### src/rtl/x2_lane_pipe.sv
// ----------------------------------------------------------------------------
// x2_lane_pipe
//
// Evaluates the 10-in/7-out x2 logic function on CHANNELS independent lanes
// per transaction. Results travel through an elastic pipeline of PIPE_STAGES
// register slices with full back-pressure. A saturating counter tracks how
// many results have been handed to the consumer.
//
// Ports
//   clk, rst_n          : clock, asynchronous active-low reset
//   in_valid/in_ready   : input stream handshake
//   in_data             : lane k at [10k+9:10k], bit0=a ... bit9=j
//   out_valid/out_ready : output stream handshake
//   out_data            : lane k at [7k+6:7k], bit0=k ... bit6=q
//   cnt_clr             : synchronous clear of xfer_cnt (wins over an increment)
//   xfer_cnt            : saturating count of output handshakes
//
// Handshake semantics (both ports): a word moves on a rising clk edge where
// valid and ready are both 1. The producer may drop valid at any time; this
// block never waits on in_valid. Once out_valid is 1, it and out_data stay
// unchanged until the consumer accepts with out_ready.
// ----------------------------------------------------------------------------
module x2_lane_pipe #(
    parameter int CHANNELS    = 4,
    parameter int PIPE_STAGES = 2,
    parameter int CNT_W       = 8
) (
    input  logic                  clk,
    input  logic                  rst_n,
    input  logic                  in_valid,
    output logic                  in_ready,
    input  logic [CHANNELS*10-1:0] in_data,
    output logic                  out_valid,
    input  logic                  out_ready,
    output logic [CHANNELS*7-1:0] out_data,
    input  logic                  cnt_clr,
    output logic [CNT_W-1:0]      xfer_cnt
);

    localparam int OW = CHANNELS * 7;

    // Single-lane x2 function: 10 inputs a..j, 7 outputs k..q.
    function automatic logic [6:0] x2_eval(input logic [9:0] x);
        logic a, b, c, d, e, f, g, h, i, j;
        logic [6:0] r;
        {j, i, h, g, f, e, d, c, b, a} = x;
        r[0] = ~(h & i & ~j);
        r[1] = (h ^ j) | i;
        r[2] = ~h & ~i & ~j;
        r[3] = ~(~a & ~b & ~c & i & ~h & ~j);
        r[4] = ~(g & h & ~(i & j));
        r[5] = ~g | (f & i & j & ~h) | (~i & ~j) | (d & ~e & h & ~j)
             | (~a & ~b & c & ((~h & ~i) | (h & i & j)));
        r[6] = ~g | (~i & ~(h ^ j)) | (f & i & j & ~h) | (d & e & h & i & ~j)
             | (~a & ~b & ~c & h & j);
        return r;
    endfunction

    logic [OW-1:0] f_data;

    always_comb begin
        f_data = '0;
        for (int c = 0; c < CHANNELS; c++) begin
            f_data[7*c +: 7] = x2_eval(in_data[10*c +: 10]);
        end
    end

    logic [PIPE_STAGES-1:0] v;
    logic [PIPE_STAGES-1:0] rdy;
    logic [OW-1:0]          data [PIPE_STAGES];

    // A slice can load when it is empty or the slice after it is moving.
    // Walking from the output back keeps the chain free of bubbles; a local
    // accumulator avoids a self-referencing vector.
    always_comb begin : ready_chain
        logic down;
        rdy  = '0;
        down = out_ready;
        for (int s = PIPE_STAGES - 1; s >= 0; s--) begin
            down   = ~v[s] | down;
            rdy[s] = down;
        end
    end

    assign in_ready = rdy[0];

    // Data only updates when a valid word arrives, so an empty slice keeps its
    // last contents and a full, stalled slice never changes.
    always_ff @(posedge clk or negedge rst_n) begin
        if (!rst_n) begin
            v <= '0;
            for (int s = 0; s < PIPE_STAGES; s++) begin
                data[s] <= '0;
            end
        end else begin
            if (rdy[0]) begin
                v[0] <= in_valid;
                if (in_valid) begin
                    data[0] <= f_data;
                end
            end
            for (int s = 1; s < PIPE_STAGES; s++) begin
                if (rdy[s]) begin
                    v[s] <= v[s-1];
                    if (v[s-1]) begin
                        data[s] <= data[s-1];
                    end
                end
            end
        end
    end

    assign out_valid = v[PIPE_STAGES-1];
    assign out_data  = data[PIPE_STAGES-1];

    // Clear outranks the increment; the count sticks at all-ones.
    always_ff @(posedge clk or negedge rst_n) begin
        if (!rst_n) begin
            xfer_cnt <= '0;
        end else if (cnt_clr) begin
            xfer_cnt <= '0;
        end else if (out_valid && out_ready && (xfer_cnt != {CNT_W{1'b1}})) begin
            xfer_cnt <= xfer_cnt + 1'b1;
        end
    end

endmodule

### config.mk
export PLATFORM = sky130hd
export DESIGN_NAME = x2_lane_pipe
export DESIGN_NICKNAME = d
export VERILOG_FILES = /design/src/rtl/x2_lane_pipe.sv
export SDC_FILE = /design/constraint.sdc
export NUM_CORES = 1
export LEC_CHECK = 0
export BUFFER_PORTS_ARGS = -buffer_cell sky130_fd_sc_hd__buf_2
export CAP_MARGIN = 30
export CORE_ASPECT_RATIO = 0.9
export CORE_UTILIZATION = 24
export DETAILED_ROUTE_END_ITERATION = 8
export GPL_ROUTABILITY_DRIVEN = 0
export PLACE_DENSITY_LB_ADDON = 0.1
export SYNTH_ARGS = -nofsm -noshare
export SYNTH_HDL_FRONTEND = slang
export SYNTH_SLANG_ARGS = --single-unit
export TNS_END_PERCENT = 100
### constraint.sdc
create_clock -name clk -period 1.6 [get_ports clk]
set_clock_uncertainty 0.05 [all_clocks]
set_input_delay 0 -clock clk [delete_from_list [all_inputs] [get_ports clk]]
set_output_delay 0 -clock clk [all_outputs]
set_load 0.1 [all_outputs]
Word-level counts from Yosys, hierarchy flattened

Cells that the tools add are included.
W data, S select, Z words.

Output and inout port bits: 38
Word-level logic and storage cells: 230
Input port bits: 45
Register bits after elaboration: 66

Add/sub/neg operators: 1
Bitwise gates (word level): 216
Mux-type cells: 2
Eq/ne operators: 1
Reductions and logical operators: 5

Operators by type and width:

| operator              | number |
|---|---|
| $and A1 B1 Y1         | 116 |
| $not A1 Y1            | 54 |
| $or A1 B1 Y1          | 42 |
| $mux W8               | 2 |
| $add A8 B1 Y8 const B | 1 |
| $ne A8 B8 Y1 const B  | 1 |
| $reduce_and A2 Y1     | 2 |
| $xor A1 B1 Y1         | 4 |
| $logic_and A1 B1 Y1   | 2 |
| $reduce_bool A2 Y1    | 1 |

Logic depth before layout (Yosys ltp)

Gate-level depths: netlist of run 1.

Depth in word-level cells: 7
Mapped depth: 6
Mapped depth without buffers: 5

Worst setup path before layout of run 1

Ideal clock, no wire load.

Path type: register to register
Start point: register v[1]
End point: register data[54] (netlist bit)
Library setup time: 0.121 ns
Setup slack: -0.874 ns
Stages on the path, launching flop included: 6
Period minus slack after synthesis: 2.474 ns
Required time: 1.429 ns
Data arrival time: 2.303 ns
Cell sequence: dfrtp_1 > nand3b_4 > and2_4 > buf_6 > buf_2 > o22a_1

Longest elaborated chain between the ends: 4

RTL lines:

| element                            | line | text |
|---|---|---|
| start: declaration                 | 68   | `logic [PIPE_STAGES-1:0] v;` |
| start signal: indexed assignment   | 104  | `v[s] <= v[s-1];` |
| $not A1 Y1                         | 80   | `down = ~v[s] \| down;` |
| $or A1 B1 Y1 (2 in a row)          | 80   |  |
| via in_ready                       | 31   | `output logic in_ready,` |
| $reduce_and A2 Y1 (no source line) | --   |  |
| end signal: indexed assignment     | 106  | `data[s] <= data[s-1];` |
| end: declaration                   | 70   | `logic [OW-1:0] data [PIPE_STAGES];` |

The timed path passes the listed nets, and every way through them passes these cells.
A chain may end at the register's enable or synchronous reset.

Worst setup path after layout of run 1

Start point: register xfer_cnt[0]
End point: register xfer_cnt[3]

Longest elaborated chain between the ends: 3

RTL lines:

| element                                               | line     | text |
|---|---|---|
| start: declaration                                    | 37       | `output logic [CNT_W-1:0] xfer_cnt` |
| start signal: assignment                              | 123      | `xfer_cnt <= xfer_cnt + 1'b1;` |
| $add A8 B1 Y8 / $ne A8 B8 Y1 (equally long branches)  | 123, 122 |  |
| $mux W8 / $logic_and A1 B1 Y1 (equally long branches) | 122      | `end else if (out_valid && out_ready && (xfer_cnt != {CNT_W{1'b1}})) begin` |
| $mux W8 / $reduce_bool A2 Y1 (equally long branches)  | --       |  |

Parallel ways exist; a longest one is shown, timed or not. The select of a mux whose other input is x is not followed.

==> results of run 1 <==
-- flip-flops by register name, summed over array words and instances, names as in the netlist --
register  flops
v             2
data         28
xfer_cnt      8
out_data     28
-- worst reg2reg max path, delay by kind of cell (launching register included) --
family | cells | cell delay (ns)
flops | 1 | 0.51
simple gates | 3 | 0.62
fa+ha+maj | 1 | 0.18
compound gates | 1 | 0.13
-- metrics by stage --
step | total power [W] | setup TNS (ns) | std cells | utilization
floorplan | 0.003526 | -6.110 | 285 | -
global placement | 0.003687 | 0 | 496 | 0.2835
detailed placement | 0.003692 | 0 | 496 | 0.2835
CTS | 0.005678 | 0 | 536 | 0.3251
global route | 0.005840 | -0.02510 | 537 | 0.3257
finish | 0.005570 | 0 | 537 | 0.3257
-- cell families (layout without fill, tap and decap cells) --
kind of cell    after synthesis  in the layout
simple gates                 82             82
flops                        66             66
compound gates               52             52
buf+inv                      47            135
mux                          29             29
xor+xnor                      8              8
fa+ha+maj                     1              1
-- synthesized netlist by cell type (all sizes together) --
library cell / count
o22a: 4
ha: 1
and3: 2
a311oi: 1
a41oi: 8
a21oi: 1
o21ai: 9
mux2: 28
buf: 40
nor3: 4
mux2i: 1
a22oi: 4
o211ai: 2
and2: 1
clkbuf: 2
a31oi: 5
nor3b: 1
nand3: 5
nand4: 3
nor2b: 12
or4: 2
nand2b: 6
nand3b: 1
xor2: 7
nor2: 29
o32a: 4
xnor2: 1
nand2: 16
o311ai: 4
a32oi: 4
o2111ai: 1
o41ai: 5
inv: 5
dfrtp: 66
-- per-layer routing --
layer	vias up	wire [um]	share of wire
met1	1160	3379	0.44
met2	50	3684	0.48
met4	0	142	0.019
met3	10	393	0.052
li1	1162	-	-
met5	-	0	0
-- layout make-up --
class | count | area (um2)
fillers | 1341 | 8621
flip-flops and latches | 66 | 1678
multi-input cells | 172 | 1247
repair buffers | 114 | 723.2
clock buffers | 12 | 266.5
well taps | 164 | 205.2
clock inverters | 4 | 25.02
inverters | 5 | 18.77
-- timing repair --
action | CTS | global route
setup buffers | 0 | 1
hold buffers | 24 | 0
hold endpoints to repair | 98 | 0
endpoints found under the setup margin | 0 | 1
-- how the worst min path moves through the flow --
stage	to	slack (ns)	cells after the start
3_3_place_gp	out_data[19]	0.006	2
2_1_floorplan	data[28]	-0.35	0
5_1_grt	data[45]	0.05	3
3_5_place_dp	out_data[15]	0.01	2
6_report	data[45]	0.004	3
4_1_cts	data[45]	0.008	3
-- placed cells by master (no fill, tap or decap), types with 5 or more instances in the layout --
master         Yosys  routed
dfrtp_1           66      57
o21ai_0            9       9
nand3_1            5       5
dlygate4sd3_1      0      24
o41ai_1            5       5
buf_4             30       7
clkbuf_16          0       9
nor2_1            29      29
a31oi_1            5       5
xor2_1             7       7
buf_2              8      82
dfrtp_4            0       6
nor2b_1           12      12
nand2_1           15      15
a41oi_1            8       8
mux2_2            28      28
nand2b_1           6       6
inv_1              5       5
-- where the power goes --
part	internal (W)	switching (W)	leakage (nW)	total, W
clock network	0.00117	0.000712	0.141	0.00188
registers	0.00188	0.000109	0.712	0.00199
logic	0.000385	0.00132	0.865	0.00170
total	0.00343	0.00214	1.72	0.00557
==> flow_summary.toml, run 1 <==
[status]
outcome = "complete, no violations"

[finish]
area_delta_synth_final_pct = 30.92
antenna_cells = 0
finalInstanceArea_mm2 = 0.004164
drive_above_1_share = 0.3968
final_nets = 414

[sta]
clock.fmax_mhz = 644.9
slew_violations = 0
finalCritPeriodShare = 0.9692
setup_viol = 0
maxSlewHeadroom = 0.6635
rsz0062_at_grt = "true"
whs_ns = 0.004373
tightest_slew_ns = 0.5082
layout_setup_ws_ns = 0.04928
hold_viol_final = 0
fin_crit_ns = 1.551

[power_and_ir_drop]
power.density_mw_per_mm2 = 1338
p_leak_nw = 1.717
peakVddDrop_mv = 0.5492

[global_routing]
use_met2 = 0.1926
grt_pass1_wl_um = 12560
grt_usage = 0.1219
grt_busiest_layer = "met2"
grt_start_max_net_pins = 67
grt_pass1_vias = 2398
grt_use_met3 = 0.03909
grt.overflow.total = 0
antenna_found_initial = 0
grt_use_met1 = 0.1516

[drt]
via_count = 2382
finalWirelength_um = 7599
ant_nets = 0
drc = 0
via_per_inst = 4.436
wl_per_cell_um = 14.15
drt_iter0_drc = 81
drtPass1Iterations = 4

[floorplan]
placementRows = 39
dieArea_mm2 = 0.01372
core_mm2 = 0.01278
initial_core_util = 0.2488
die_w_um = 123.3
io_pins = 83
die_h_um = 111.2

[placed_design]
dpl.hpwl_um = 5085
dpl-instance-area_mm2 = 0.003625
port_buffers = 82
place_ws_ns = 0.06790

[critical_path]
arrival_ns = 1.77
crit_chain = "ha_4 -> nand4_1 -> o211ai_1 -> or4_1 -> nand2_1"
r2r_start = "xfer_cnt[0]"
startpoint = "xfer_cnt[0]"
slowest_stage = "dfrtp_4"
cp_max_fo = 5
rr_worst_depth = 5
crit_type = "flip-flop to flip-flop"
cp_slowest_stage_delay_ns = 0.51
critPathCapture = "xfer_cnt[3]"
start_kind = "flip-flop"
critPathRequiredTime_ns = 1.82
reg2reg_slack_ns = 0.05
path_delay_family = "simple AND/OR/NAND/NOR gates"
cp.depth = 5
end_kind = "flip-flop"
r2r_end = "xfer_cnt[3]"
critPathBufInv = 0

[synthesis]
synth_xor_area_frac = 0.02203
synth.largest_area_cell = "dfrtp_1"
synth_adder_area_share = 0.003934
synth_top_family_by_area = "simple AND/OR/NAND/NOR gates"
synth_top_area_frac = 0.5193
synth.avg_cell_area_um2 = 11.16
synthSimpleGateAreaFrac = 0.1294
synth-compound-area-share = 0.1267
ys.warnings.count = 0
muxShareOfSynthArea = 0.1023
post_synth_num_cell_types = 38
yosysSeqAreaShare = 0.5193
synthCells = 285
synthesis.nets = 331
netlist_area_mm2 = 0.003181
ys_seq_elements = 66
synth_area_leaders = "dfrtp_1, mux2_2, buf_4"

[cts]
clkLatencyLatePin_ns = 0.33
numCtsBuffers = 9
htreeDepth = 3
clock_path_buffers = 2
cts_tree = "yes"
clock-sinks = 66
cts_resized = 0
cts_root_buf = "clkbuf_16"
clk_pin_slew_worst_paths_ns = 0.05

[min_path]
min-delay-start = "in_data[20]"
hold_class = "input port to flip-flop"

[job]
max_cap_viol_count = 0
(Power assumes the default switching activity.)
==> inputs of run 2 (changes only) <==
--- a/config.mk
+++ b/config.mk
@@ -8,6 +8,7 @@
 export BUFFER_PORTS_ARGS = -buffer_cell sky130_fd_sc_hd__buf_2
 export CAP_MARGIN = 30
 export CORE_ASPECT_RATIO = 0.9
+export CORE_MARGIN = 3
 export CORE_UTILIZATION = 24
 export DETAILED_ROUTE_END_ITERATION = 8
 export GPL_ROUTABILITY_DRIVEN = 0
==> constraint.sdc (replaced) <==
create_clock -name clk -period 1.4 [get_ports clk]
set_clock_uncertainty 0.05 [all_clocks]
set_input_delay 0 -clock clk [delete_from_list [all_inputs] [get_ports clk]]
set_output_delay 0 -clock clk [all_outputs]
set_load 0.1 [all_outputs]
==> run 2 against run 1 <==
  * The flow now finishes with violations (setup timing)
  * Largest power group is now the clock network
  * Die area up 7.0%
  * Count of clock-buffer cells in the layout down 1
  * Combinational power up 23%
  * Sequential cell count unchanged
  * Global-route usage down 0.65 points
  * First-iteration DRC count up 23%
  * Sequential power up 14%
  * Via count up 4.5%
==> flow_summary.toml, run 2 (synthesis results as in run 1) <==
[cts]
htreeDepth = 3
clock-sinks = 66
post_cts_buffers = 0
cts_root_buf = "clkbuf_16"
cts_tree = "yes"
clkLatencyLatePin_ns = 0.33
clk_pin_slew_worst_paths_ns = 0.06
clock_path_buffers = 2
numCtsBuffers = 9

[global_routing]
grt_pass1_wl_um = 13410
grt.overflow.total = 0
grt_start_max_net_pins = 67
grt_pass1_vias = 2560
antenna_found_initial = 0
grt_usage = 0.1154

[sta]
fin_crit_ns = 1.514
tightest_slew_ns = 0.5160
setup_viol = 7
clock.fmax_mhz = 660.3
rsz0062_at_grt = "true"
hold_viol_final = 0
slew_violations = 0
layout_setup_ws_ns = -0.1145
maxSlewHeadroom = 0.6584
whs_ns = 0.002242
finalCritPeriodShare = 1.082

[critical_path]
slowest_stage = "dfrtp_4"
critPathBufInv = 0
start_kind = "flip-flop"
cp_max_fo = 4
crit_type = "flip-flop to flip-flop"
arrival_ns = 1.73
reg2reg_slack_ns = -0.11
startpoint = "xfer_cnt[1]"
cp_slowest_stage_delay_ns = 0.49
path_delay_family = "simple AND/OR/NAND/NOR gates"
crit_chain = "ha_4 -> nand4_1 -> o211ai_1 -> or4_1 -> nand2_1"
critPathRequiredTime_ns = 1.61
r2r_start = "xfer_cnt[1]"
end_kind = "flip-flop"

[drt]
finalWirelength_um = 8106
drc = 0
via_per_inst = 4.477
via_count = 2489
wl_per_cell_um = 14.58
ant_nets = 0
drtPass1Iterations = 4
drt_iter0_drc = 100

[floorplan]
die_w_um = 127.3
core_mm2 = 0.01283
die_h_um = 115.2
io_pins = 83
dieArea_mm2 = 0.01467
placementRows = 39
initial_core_util = 0.2478

[finish]
final_nets = 433
drive_above_1_share = 0.4541
antenna_cells = 0
finalNonFillerCells = 556
final_util = 0.3562
area_delta_synth_final_pct = 43.74
fillerInstances = 1291
final_common_cell = "buf_2"
layout_common_cells = "buf_2, dfrtp_1, mux2_2, nor2_1, dlygate4sd3_1"

[placed_design]
dpl.hpwl_um = 5454
port_buffers = 82
placedCellCount = 512

[power_and_ir_drop]
peakVddDrop_mv = 0.6073
p_leak_nw = 1.895
power.density_mw_per_mm2 = 1474
finalPower_w = 0.006738

[min_path]
hold_class = "input port to flip-flop"
min-delay-start = "in_data[32]"

[status]
violations = "setup timing"
outcome = "complete, but fails checks"

[job]
max_cap_viol_count = 0
run 2: cell count changes in the layout (fill, tap and decap cells not counted), moves of 3 or more:
| cell | delta |
|---|---|
| buf_6 | +4 |
| o41ai_1 | -5 |
| o41ai_2 | +4 |
| buf_12 | +4 |
| clkbuf_8 | -3 |
| buf_4 | +9 |
| o311ai_4 | +4 |
| o311ai_1 | -3 |
run 2: power breakdown:
group	internal (W)	switching, W	total, W
clock	0.00156	0.000824	0.00238
sequential	0.00215	0.000123	0.00227
combinational	0.000531	0.00156	0.00209
total	0.00423	0.00251	0.00674
run 2: per-layer routing:
| layer | GRT usage | part of all wire | vias to the layer above |
|---|---|---|---|
| li1 | - | - | 1211 |
| met1 | 0.1510 | 0.45 | 1211 |
| met2 | 0.1863 | 0.49 | 60 |
| met3 | 0.03344 | 0.048 | 7 |
| met4 | 0.03431 | 0.011 | 0 |
| met5 | 0 | 0 | - |
run 2: final cells by class:
type                       count  area, um2  share of cell area
clock inverter                 5      78.83             0.01724
timing repair buffer         132      948.4              0.2074
sequential                    66       1683              0.3681
multi-input combinational    173       1405              0.3073
inverter                       5      18.77            0.004105
clock buffer                  11      232.7             0.05090
tap                          164      205.2             0.04488
run 2: what timing repair did:
item	4_1_cts	5_1_grt
setup endpoints to repair	14	23
gates resized for setup	12	12
cloned	2	1
pin swaps	6	4
hold buffers	25	0
endpoints found under the hold margin	98	0
run 2: path summary, 6_finish.rpt:
| kind | end | depth (start not counted) |
|---|---|---|
| worst max-delay path | xfer_cnt[3] | 5 |
| worst min-delay path | data[52] | 3 |
| worst max register to register | xfer_cnt[3] | 5 |
| worst min register to register | data[43] | 2 |
| max in group asynchronous | xfer_cnt[0] | 3 |
| min in group asynchronous | out_data[3] | 3 |
run 2: tightest hold or removal path, delay by kind of cell:
family | cells | cell delay, ns
compound gates | 1 | 0.17
buf+inv | 1 | 0.09
simple gates | 1 | 0.07
run 2: through the flow:
step / setup WS, ns / cell area, um2 / TNS [ns]
after floorplan: -0.4522 / 3263 / -17.03
after global placement: -0.1004 / 3820 / -0.2256
after detailed placement: -0.1001 / 3820 / -0.3161
after CTS: -0.1158 / 4491 / -0.4748
after global routing: -0.1871 / 4572 / -1.129
final: -0.1145 / 4572 / -0.3651
